==> config.mk <==
export PLATFORM = sky130hd
export DESIGN_NAME = pipeline_ctrl
export DESIGN_NICKNAME = d
export VERILOG_FILES = /design/src/rtl/cpu_types_pkg.sv /design/src/rtl/hazard_detect.sv /design/src/rtl/pipeline_ctrl.sv
export SDC_FILE = /design/constraint.sdc
export NUM_CORES = 1
export LEC_CHECK = 0
export ABC_CLOCK_PERIOD_IN_PS = 3800
export BUFFER_PORTS_ARGS = -buffer_cell sky130_fd_sc_hd__buf_2
export CORE_MARGIN = 5
export CORE_UTILIZATION = 40
export DETAILED_ROUTE_END_ITERATION = 16
export PLACE_DENSITY_LB_ADDON = 0.08
export SYNTH_ARGS = -nofsm -noshare
export SYNTH_HDL_FRONTEND = slang
export SYNTH_SLANG_ARGS = --single-unit
==> constraint.sdc <==
create_clock -name CLK -period 3.8 [get_ports CLK]
set_clock_uncertainty 0.05 [all_clocks]
set_input_delay 0.19 -clock CLK [delete_from_list [all_inputs] [get_ports CLK]]
set_output_delay 0.19 -clock CLK [all_outputs]
set_load 0.02 [all_outputs]
==> src/rtl/cpu_types_pkg.sv <==
// cpu_types_pkg
// Shared CPU types: register index type, pipeline-controller state enum,
// performance-counter type and its saturating increment.
package cpu_types_pkg;

  localparam int REG_W = 5;
  localparam int CNT_W = 16;

  typedef logic [REG_W-1:0] regbits_t;
  typedef logic [CNT_W-1:0] cnt_t;

  typedef enum logic [1:0] {
    RUN,
    DRAIN,
    HALTED
  } pctrl_state_t;

  // Counters stick at all-ones instead of wrapping.
  function automatic cnt_t sat_inc(cnt_t v);
    return (v == '1) ? v : v + cnt_t'(1);
  endfunction

endpackage

==> src/rtl/hazard_detect.sv <==
// hazard_detect
// Combinational load-use detector: flags when the load in ID/EX writes a
// register that the instruction in IF/ID reads.
// Ports:
//   idex_memread - ID/EX holds a load
//   idex_rt      - load destination register
//   ifid_rs/rt   - source registers of the instruction in ID
//   load_use     - hazard flag
module hazard_detect
  import cpu_types_pkg::*;
(
  input  logic     idex_memread,
  input  regbits_t idex_rt,
  input  regbits_t ifid_rs,
  input  regbits_t ifid_rt,
  output logic     load_use
);

  // r0 is hardwired zero, so a load targeting it never creates a dependency.
  assign load_use = idex_memread && (idex_rt != '0) &&
                    ((idex_rt == ifid_rs) || (idex_rt == ifid_rt));

endmodule

==> src/rtl/pipeline_ctrl.sv <==
// pipeline_ctrl
// Stall/flush/halt controller for a 5-stage pipeline. Drives PC enable and
// en/flush/freeze for the IF/ID, ID/EX, EX/MEM and MEM/WB latches, tracks the
// halt drain sequence and keeps saturating stall/flush counters.
// Ports:
//   CLK, RST            - clock, synchronous active-high reset
//   ihit, dhit          - fetch valid, data access complete
//   mem_ren, mem_wen    - MEM-stage data request
//   ex_pcsrc            - taken branch/jump resolved in EX
//   idex_memread, idex_rt, ifid_rs, ifid_rt - load-use inputs
//   id_halt, wb_halt    - halt in ID, halt at MEM/WB output
//   pc_en, *_en/_flush/_freeze - pipeline control (Mealy)
//   halt                - processor halted
//   stall_cnt, flush_cnt - saturating performance counters
//
// state  | meaning
// RUN    | normal operation, hazard priority dwait > branch > load-use > imiss
// DRAIN  | halt passed ID; fetch stopped, older instructions retire
// HALTED | halt retired; everything frozen until reset
module pipeline_ctrl
  import cpu_types_pkg::*;
(
  input  logic        CLK,
  input  logic        RST,
  input  logic        ihit,
  input  logic        dhit,
  input  logic        mem_ren,
  input  logic        mem_wen,
  input  logic        ex_pcsrc,
  input  logic        idex_memread,
  input  regbits_t    idex_rt,
  input  regbits_t    ifid_rs,
  input  regbits_t    ifid_rt,
  input  logic        id_halt,
  input  logic        wb_halt,
  output logic        pc_en,
  output logic        ifid_en,
  output logic        ifid_flush,
  output logic        ifid_freeze,
  output logic        idex_en,
  output logic        idex_flush,
  output logic        idex_freeze,
  output logic        exmem_en,
  output logic        exmem_flush,
  output logic        exmem_freeze,
  output logic        memwb_en,
  output logic        memwb_flush,
  output logic        memwb_freeze,
  output logic        halt,
  output logic [15:0] stall_cnt,
  output logic [15:0] flush_cnt
);

  pctrl_state_t state;
  logic         load_use;
  logic         dwait;
  logic         flush_evt;
  logic         id_advance;

  hazard_detect u_hazard (
    .idex_memread (idex_memread),
    .idex_rt      (idex_rt),
    .ifid_rs      (ifid_rs),
    .ifid_rt      (ifid_rt),
    .load_use     (load_use)
  );

  assign dwait      = (mem_ren || mem_wen) && !dhit;
  // Branches are ignored once draining: the halt is already past EX's reach.
  assign flush_evt  = (state == RUN) && !dwait && ex_pcsrc;
  // The ID instruction moves into ID/EX only in the imiss/normal cases.
  assign id_advance = !dwait && !ex_pcsrc && !load_use;

  always_comb begin
    pc_en        = 1'b0;
    ifid_en      = 1'b0;
    ifid_flush   = 1'b0;
    ifid_freeze  = 1'b0;
    idex_en      = 1'b0;
    idex_flush   = 1'b0;
    idex_freeze  = 1'b0;
    exmem_en     = 1'b0;
    exmem_flush  = 1'b0;
    exmem_freeze = 1'b0;
    memwb_en     = 1'b0;
    memwb_flush  = 1'b0;
    memwb_freeze = 1'b0;
    halt         = 1'b0;
    if (RST) begin
      ifid_flush  = 1'b1;
      idex_flush  = 1'b1;
      exmem_flush = 1'b1;
      memwb_flush = 1'b1;
    end else if (state == HALTED) begin
      ifid_freeze  = 1'b1;
      idex_freeze  = 1'b1;
      exmem_freeze = 1'b1;
      memwb_freeze = 1'b1;
      halt         = 1'b1;
    end else begin
      if (dwait) begin
        ifid_freeze  = 1'b1;
        idex_freeze  = 1'b1;
        exmem_freeze = 1'b1;
        memwb_freeze = 1'b1;
      end else if (flush_evt) begin
        pc_en      = 1'b1;
        ifid_flush = 1'b1;
        idex_flush = 1'b1;
        exmem_en   = 1'b1;
        memwb_en   = 1'b1;
      end else if (load_use) begin
        ifid_freeze = 1'b1;
        idex_flush  = 1'b1;
        exmem_en    = 1'b1;
        memwb_en    = 1'b1;
      end else if (!ihit) begin
        ifid_flush = 1'b1;
        idex_en    = 1'b1;
        exmem_en   = 1'b1;
        memwb_en   = 1'b1;
      end else begin
        pc_en    = 1'b1;
        ifid_en  = 1'b1;
        idex_en  = 1'b1;
        exmem_en = 1'b1;
        memwb_en = 1'b1;
      end
      // While draining, fetch is stopped and IF/ID only ever holds bubbles.
      if (state == DRAIN) begin
        pc_en       = 1'b0;
        ifid_en     = 1'b0;
        ifid_freeze = 1'b0;
        ifid_flush  = 1'b1;
      end
    end
  end

  always_ff @(posedge CLK) begin
    if (RST) begin
      state     <= RUN;
      stall_cnt <= '0;
      flush_cnt <= '0;
    end else begin
      case (state)
        RUN:     if (id_halt && id_advance) state <= DRAIN;
        DRAIN:   if (wb_halt && !dwait) state <= HALTED;
        HALTED:  state <= HALTED;
        default: state <= RUN;
      endcase
      if ((state != HALTED) && !pc_en) stall_cnt <= sat_inc(stall_cnt);
      if (flush_evt) flush_cnt <= sat_inc(flush_cnt);
    end
  end

endmodule

==> results.md, run 1 <==
Run status:
- The flow ran to the end, and the final reports show no timing, DRC or antenna violations.

Die:
- The I/O pin count is 71.
- The initial standard-cell utilization of the core is 41.3%.
- The die boundary width is 79.9 µm.
- The die covers 0.00638 mm².
- After floorplanning, the core was divided into 25 placement rows.
- In this run the standard cell core region covers between 0.004 and 0.005 mm².
- The die is roughly 80 µm tall.

Routing:
- Dividing the detail-routed wire length by the instance count gives about 12 µm.
- The met3 layer wire length in the routed design is roughly 170 µm.
- In the detailed route, the total length drawn on met2 is 2160 µm.
- The pre-antenna-repair detailed-routing pass consisted of 4 iterations.
- After detailed routing, the wire length on met1 is just over 2000 µm.
- In this run the remaining antenna-violating nets after routing total 0.
- For this block, the via count after detailed routing is 1815.
- The highest layer touched by signal routing is met4.
- The routed wire length is between 4000 and 5000 µm.
- Using the TritonRoute via totals, the vias-per-cell ratio works out to around 4.9.
- In the routed design, unresolved DRC markers number 0.
- The number of design-rule violations left by the first detailed-router iteration is 45.

Critical path:
- The cell family contributing the most delay on the critical path is simple AND/OR/NAND/NOR gates.
- Traced cell by cell, the critical path runs through ha_1 > nand3_1 > nor2b_4 > a31oi_1 > or4b_4 > and2_4 > or4_1 > a21oi_1.
- The maximum fanout along the worst path is 25.
- The critical path in this run is classified as reg2reg.
- The required time reported for the critical path endpoint is slightly below 4 ns.
- STA classifies the critical path endpoint as a register.
- The critical path's slowest cell is sky130_fd_sc_hd__or4b_4.
- The critical path's largest stage delay is 0.50 ns.
- Counting both buffers and inverters, the worst setup path holds a total of 0.
- STA classifies the critical path startpoint as a register.
- Data arrives at the worst endpoint at around 2.7 ns.

Clocking:
- For this design, the CTS-stage hold fixing added 0 buffers.
- The root buffer cell chosen for the clock tree is sky130_fd_sc_hd__clkbuf_8.
- After clock tree synthesis, the clock-pin slew on the worst setup and hold paths is 0.06 ns.
- The number of clock buffers added by TritonCTS is 5.
- The number of H-tree branching levels is 2.
- In this run the post-CTS setup repair buffer count came out at 0.
- At the later pin of the worst-skew pair, clock insertion delay measures 0.28 ns.
- The clock tree from TritonCTS is yes.
- In this run the deepest clock path goes through 2 buffers.
- The clock net in this run drives a total of 34 sinks.
- The number of gates resized after CTS was 0.

Synth:
- Ranked by total cell area, the synthesized netlist is headed by sky130_fd_sc_hd__dfxtp_1 (35%), sky130_fd_sc_hd__xor2_1 (9.4%), sky130_fd_sc_hd__nor2_1 (6.9%).
- The share of the yosys chip area belonging to registers is 34.9%.
- The mean cell area of the mapped netlist is between 8 and 9 µm².
- Summing the areas of all and, or, nand and nor instances in the mapped netlist gives 29.4% of the synthesized area.
- The synthesized netlist contains 40 unique library cells.
- After technology mapping, the gate count stands at between 200 and 250.
- The flop and latch count out of synthesis is 34.
- The synthesis warning total is 0.
- Counting flops with an async set or reset pin after synthesis yields a share of 0%.
- The most used flip-flop cell after synthesis is sky130_fd_sc_hd__dfxtp_1.
- After synthesis, the share of cell area in mux cells is 2.63%.
- The XOR/XNOR share of the synthesized area is 12.1%.
- After synthesis, the largest family of logic cells by area is simple AND/OR/NAND/NOR gates.
- The count of flip-flops with a built-in enable after synthesis is 0.
- The cell area that synthesis handed to floorplanning was 0.00195 mm².
- The total nets after synthesis is 271.
- The share of Yosys cell area claimed by the top area cell type is 34.9%.
- The biggest area consumer among synthesized cells is sky130_fd_sc_hd__dfxtp_1.
- The adder-cell area share of the yosys netlist is 3.85%.
- The synthesized netlist devotes 12.2% of its cell area to compound gates.

Layout:
- The final-layout fill cell count is approximately 480.
- From synthesis to final layout, the design area changed by 22.4%.
- At the end of the flow the core is filled with cells to between 50 and 60%.
- The library cells used most frequently in the layout, excluding fill and tap cells, are sky130_fd_sc_hd__buf_2 (70), sky130_fd_sc_hd__nor2_1 (36), sky130_fd_sc_hd__dfxtp_1 (34).
- The post-route netlist has 27.6% of its cells at a drive strength greater than 1.
- The repair_antennas step left the layout with diodes totalling 0.
- The most common cell after layout, fill and taps aside is sky130_fd_sc_hd__buf_2.
- The layout net count is ~340.

Timing:
- The minimum period implied by the final worst setup slack is approximately 2.5 ns.
- The period utilization is 66.9%.
- The count of final hold-check violations is 0.
- The fmax is 0.393 GHz.
- Setup violations remaining at the end of the flow were counted as 0.
- Setup repair after global routing left no endpoint under its margin.
- The transition time of the tightest slew-check pin is 0.463 ns.
- The number of max-slew violations in the final report came to 0.
- The setup TNS after final layout is 0 ns.
- After layout, the worst setup slack is 1.26 ns.
- The worst relative slew slack is 68.7%.

GRT:
- Global routing consumed, over all layers together, 14.3% of the routing resources.
- The initial antenna violation count is 0.
- The number of global-route vias before repair is roughly 1600.
- Entering global routing, the biggest net connects 46 pins.
- The total congestion overflow is 0.
- The global-route wire length before repair is 7260 µm.

Run:
- The number of max-capacitance violations reported is 0.

Placed design:
- In this run the tool buffered the top-level ports with 70 buffer cells.
- The routability congestion estimate is 0.791.
- The HPWL after detailed placement is 3360 µm.
- The worst setup timing slack at the placement stage is 1.29 ns.

Power:
- Power spread over the standard cell area amounts to approximately 400 mW/mm².
- The worst IR drop on VDD is 0.232 mV.
- Total power for the finished layout comes to 0.000963 W.
- In this run the static leakage power is approximately 1.1 nW.

Hold path:
- The worst hold path belongs to the class in2reg.
## per-stage QoR
stage / std cells / hold slack, ns / instance area (µm²)
floorplan: 240 / 0.440 / 1950
global placement: 364 / 0.433 / 2310
detailed placement: 364 / 0.440 / 2310
CTS: 371 / 0.399 / 2390
global route: 371 / 0.417 / 2390
finish: 371 / 0.392 / 2390
## power by group
group | switching [W] | internal [W]
sequential | 0.0000238 | 0.000380
combinational | 0.000194 | 0.000121
clock | 0.000119 | 0.000126
## kinds of logic (layout without fill, tap and decap cells)
kind of cell	Yosys count	count (layout)
compound gates	39	39
xor+xnor	27	27
fa+ha+maj	6	6
buf+inv	18	82
flops	34	34
mux	5	5
simple gates	111	111
## path summary, 6_finish.rpt
kind                                           startpoint                    endpoint  slack [ns]  cells after the start
worst max-delay path            stall_cnt[0]$_SDFFE_PP0P_  stall_cnt[15]$_SDFFE_PP0P_        1.26                      8
worst min-delay path                                  RST   flush_cnt[0]$_SDFFE_PP0P_        0.39                      3
worst max register to register  stall_cnt[0]$_SDFFE_PP0P_  stall_cnt[15]$_SDFFE_PP0P_        1.26                      8
worst min register to register  stall_cnt[6]$_SDFFE_PP0P_   stall_cnt[6]$_SDFFE_PP0P_        0.45                      2
## metal layers
| metal | up-vias | global-route usage, % |
|---|---|---|
| met5 | - | 0 |
| met4 | 0 | 4.56 |
| met2 | 26 | 24.5 |
| met1 | 821 | 17.3 |
| li1 | 960 | - |
| met3 | 8 | 3.72 |
## sequential cells by signal, summed over array words and instances, names as in the netlist
signal	cells
stall_cnt	16
flush_cnt	16
state	2
## tightest hold or removal path, stage by stage
cell and delay [ns]:
sky130_fd_sc_hd__buf_2 0.10, sky130_fd_sc_hd__buf_4 0.25, sky130_fd_sc_hd__nor2_1 0.13
## synth_stat cells (2+ instances only)
| library cell | n |
|---|---|
| sky130_fd_sc_hd__or3_1 | 8 |
| sky130_fd_sc_hd__dfxtp_1 | 34 |
| sky130_fd_sc_hd__nor2_1 | 36 |
| sky130_fd_sc_hd__xor2_1 | 21 |
| sky130_fd_sc_hd__nand3_1 | 13 |
| sky130_fd_sc_hd__ha_1 | 6 |
| sky130_fd_sc_hd__nand4_1 | 6 |
| sky130_fd_sc_hd__or2_2 | 2 |
| sky130_fd_sc_hd__nor3_1 | 3 |
| sky130_fd_sc_hd__buf_2 | 2 |
| sky130_fd_sc_hd__o21ai_0 | 9 |
| sky130_fd_sc_hd__or4_1 | 5 |
| sky130_fd_sc_hd__and3_1 | 8 |
| sky130_fd_sc_hd__o31ai_1 | 5 |
| sky130_fd_sc_hd__clkbuf_1 | 6 |
| sky130_fd_sc_hd__buf_4 | 5 |
| sky130_fd_sc_hd__a21oi_1 | 18 |
| sky130_fd_sc_hd__nor2b_1 | 3 |
| sky130_fd_sc_hd__xnor2_1 | 6 |
| sky130_fd_sc_hd__mux2i_1 | 4 |
| sky130_fd_sc_hd__nand2_1 | 18 |
| sky130_fd_sc_hd__inv_1 | 4 |
## area by class of cell
cell class	count	area, µm²	share of cell area [%]
multi-input combinational	188	1170	49.2
sequential	34	681	28.5
timing repair buffer	71	358	15.0
tap	67	83.8	3.51
clock buffer	7	76.3	3.20
inverter	4	15.0	0.629
(Power assumes the default switching activity.)
==> run 2: changes to the inputs <==
Settings changed: ABC_CLOCK_PERIOD_IN_PS 3800 to 2600.
Clock period 3.8 ns to 2.6 ns, I/O delays scaled along.
==> results.md, run 2 (synthesized netlist as in run 1, its figures left out) <==
Run status:
- The run finished with clean final reports.

Hold path:
- The worst min-delay path category is in2reg.
- The hold path startpoint is RST.
- The end point of the most critical hold path is stall_cnt[0]$_SDFFE_PP0P_.
- Counting instances, the worst hold path has a depth of 5.

Layout:
- After the flow finishes, the layout carries non-filler instances totaling 375.
- Summing all multi-input logic gate instances after layout gives 0.00121 mm².
- The most common cell after layout, fill and taps aside is sky130_fd_sc_hd__buf_2.
- For this run, the post-layout net count is 338.
- The final-layout fill cell count is about 460.
- Cells with a size suffix above 1 make up 29.9% of the layout.
- 0 antenna diodes ended up in the layout.
- Across the whole layout, storage elements account for 681 µm².
- In the layout the commonest cells are sky130_fd_sc_hd__buf_2 (70), sky130_fd_sc_hd__nor2_1 (36), sky130_fd_sc_hd__dfxtp_1 (34).
- The largest registers in the layout are flush_cnt: 16 flops, stall_cnt: 16 flops, state: 2 flops.
- From synthesis to final layout, the design area changed by 25.7%.

Placed design:
- The HPWL after detailed placement is 3420 µm.
- Input and output buffers added on the ports amount to 70.
- The instance count after placement with tap cells included is between 300 and 400.
- The routability congestion estimate is 0.801.

Die:
- The floorplan step set the die height to 79.9 µm.
- 71 I/O pins were placed.
- The core region is roughly 0.0047 mm².
- The die is 79.9 µm wide.
- The initialized floorplan defines 25 standard-cell rows.
- The initial standard-cell utilization of the core is roughly 41%.
- The full die area is 0.00638 mm².

Timing:
- The final worst hold slack is roughly 0.34 ns.
- The worst relative slew slack is about 67%.
- The count of final hold-check violations is 0.
- The worst path in the final design needs a cycle of roughly 2.4 ns, including I/O delays and setup.
- Static timing analysis puts the maximum clock frequency at 0.408 GHz.
- Setup violations remaining at the end of the flow were counted as 0.
- Setup repair after global routing left no endpoint under its margin.
- The number of max-slew violations in the final report is 0.
- The setup TNS after final layout is 0 ns.
- The transition time of the tightest slew-check pin is around 0.49 ns.
- The period utilization is 94.2%.

Routing:
- The vias after detailed routing is 1853.
- The routed wire length is about 4700 µm.
- The iteration count of the initial detailed-routing pass is 4.
- In the routed design, unresolved DRC markers number 0.
- After the first detailed-routing iteration, the DRC count stood at 60.
- The ratio of routed vias to standard cells is about 4.9.
- After detailed routing, the average wire length per cell comes to 12.5 µm.
- The final antenna-violating net count is 0.

Clocking:
- For this design, the sink count on the clock tree is 34.
- The later pin in the worst-skew pair is clocked with a latency of 0.28 ns.
- The hold buffer count at CTS is 0.
- Gates resized during post-CTS repair numbered 0.
- TritonCTS built the clock tree.
- Buffers added to address setup during post-CTS repair amount to 0.
- Buffers inserted during clock tree synthesis total 5.
- The clock transition at the registers of the reported paths is 0.07 ns.
- In this run the clock root is driven by a sky130_fd_sc_hd__clkbuf_8.
- The H-tree was split into 2 levels.
- The maximum root-to-sink buffer count is 2.

Critical path:
- The signal on the critical path passes through ha_1 > nand3_1 > nor2b_4 > a31oi_4 > or4b_4 > and2_4 > or4_1 > a21oi_1.
- For the worst setup path, the data required time is 2.76 ns.
- For this run, the slowest stage of the critical path takes around 0.51 ns.
- The path type of the worst setup path is reg2reg.
- The launching point of the worst reg2reg path is stall_cnt[0]$_SDFFE_PP0P_.
- The maximum fanout along the worst path is 13.
- The launching element type of the critical path is a register.
- Measured in cells, the most critical reg-to-reg path has a length of 8.
- The endpoint identified for the worst register-to-register timing path is stall_cnt[11]$_SDFFE_PP0P_.
- STA puts the critical path data arrival time at between 2 and 3 ns.
- The setup slack of the worst register-to-register path is 0.15 ns.
- On the critical path, the stage with the largest delay is an instance of sky130_fd_sc_hd__or4b_4.
- The sort of element at the end of the critical path is a register.

GRT:
- The global-route wire length before repair is 7660 µm.
- Summed over all layers, the global routing overflow is 0.
- The number of global-route vias before repair is 1688.
- Global routing consumed, over all layers together, 15.0% of the routing resources.
- The initial antenna violation count came to 0.
- The maximum number of pins on one net before global-route repair is between 40 and 50.

Power:
- The total power divided by cell area is 604 mW/mm².
- The worst IR drop on VDD is 0.413 mV.
- The leakage dissipation is ~1.1 nW.

Run:
- Across the run, the number of max-cap violations was 0.
[run 2: layout make-up]
class                           instances  share of cell area, %
Timing Repair Buffer                   73                   15.2
Multi-Input combinational cell        189                   49.3
Clock inverter                          1                  0.204
Clock buffer                            7                   3.52
Inverter                                4                  0.612
Tap cell                               67                   3.42
Sequential cell                        34                   27.7
[run 2: worst max-delay path by stage]
stage / from / endpoint / slack (ns) / depth (start not counted)
finish: stall_cnt[0]$_SDFFE_PP0P_ / stall_cnt[11]$_SDFFE_PP0P_ / 0.15 / 8
CTS: stall_cnt[0]$_SDFFE_PP0P_ / stall_cnt[9]$_SDFFE_PP0P_ / 0.13 / 8
detailed placement: stall_cnt[0]$_SDFFE_PP0P_ / stall_cnt[13]$_SDFFE_PP0P_ / 0.16 / 8
floorplan: stall_cnt[0]$_SDFFE_PP0P_ / stall_cnt[15]$_SDFFE_PP0P_ / 0.21 / 8
global placement: stall_cnt[0]$_SDFFE_PP0P_ / stall_cnt[9]$_SDFFE_PP0P_ / 0.22 / 8
global route: stall_cnt[0]$_SDFFE_PP0P_ / stall_cnt[11]$_SDFFE_PP0P_ / 0.05 / 8
[run 2: metrics by stage]
stage	cell area (µm²)	worst slack, ns	utilization, %	total power, W
6_report	2450	0.150	51.9	0.00148
3_3_place_gp	2330	0.223	49.3	0.00107
3_5_place_dp	2330	0.161	49.3	0.00108
4_1_cts	2420	0.126	51.2	0.00148
5_1_grt	2450	0.0456	51.9	0.00159
2_1_floorplan	1950	0.212	-	0.000962
[run 2: report_power, final]
group | switching (W) | internal [W]
Sequential | 0.0000359 | 0.000555
Combinational | 0.000304 | 0.000194
Clock | 0.000179 | 0.000213
[run 2: layer usage]
metal / part of all wire, % / global-route usage, % / up-vias
li1: - / - / 969
met1: 44 / 18.6 / 834
met4: 0.66 / 4.56 / 0
met3: 5.1 / 3.84 / 4
met5: 0 / 0 / -
met2: 50 / 25.3 / 46
[run 2: critical path, delay by kind of cell (launching register included)]
kind | cells | cell delay (ns)
adder cells (fa/ha/maj) | 1 | 0.22
AO/OA/AOI/OAI | 2 | 0.35
flip-flops | 1 | 0.35
AND/OR/NAND/NOR | 5 | 1.40
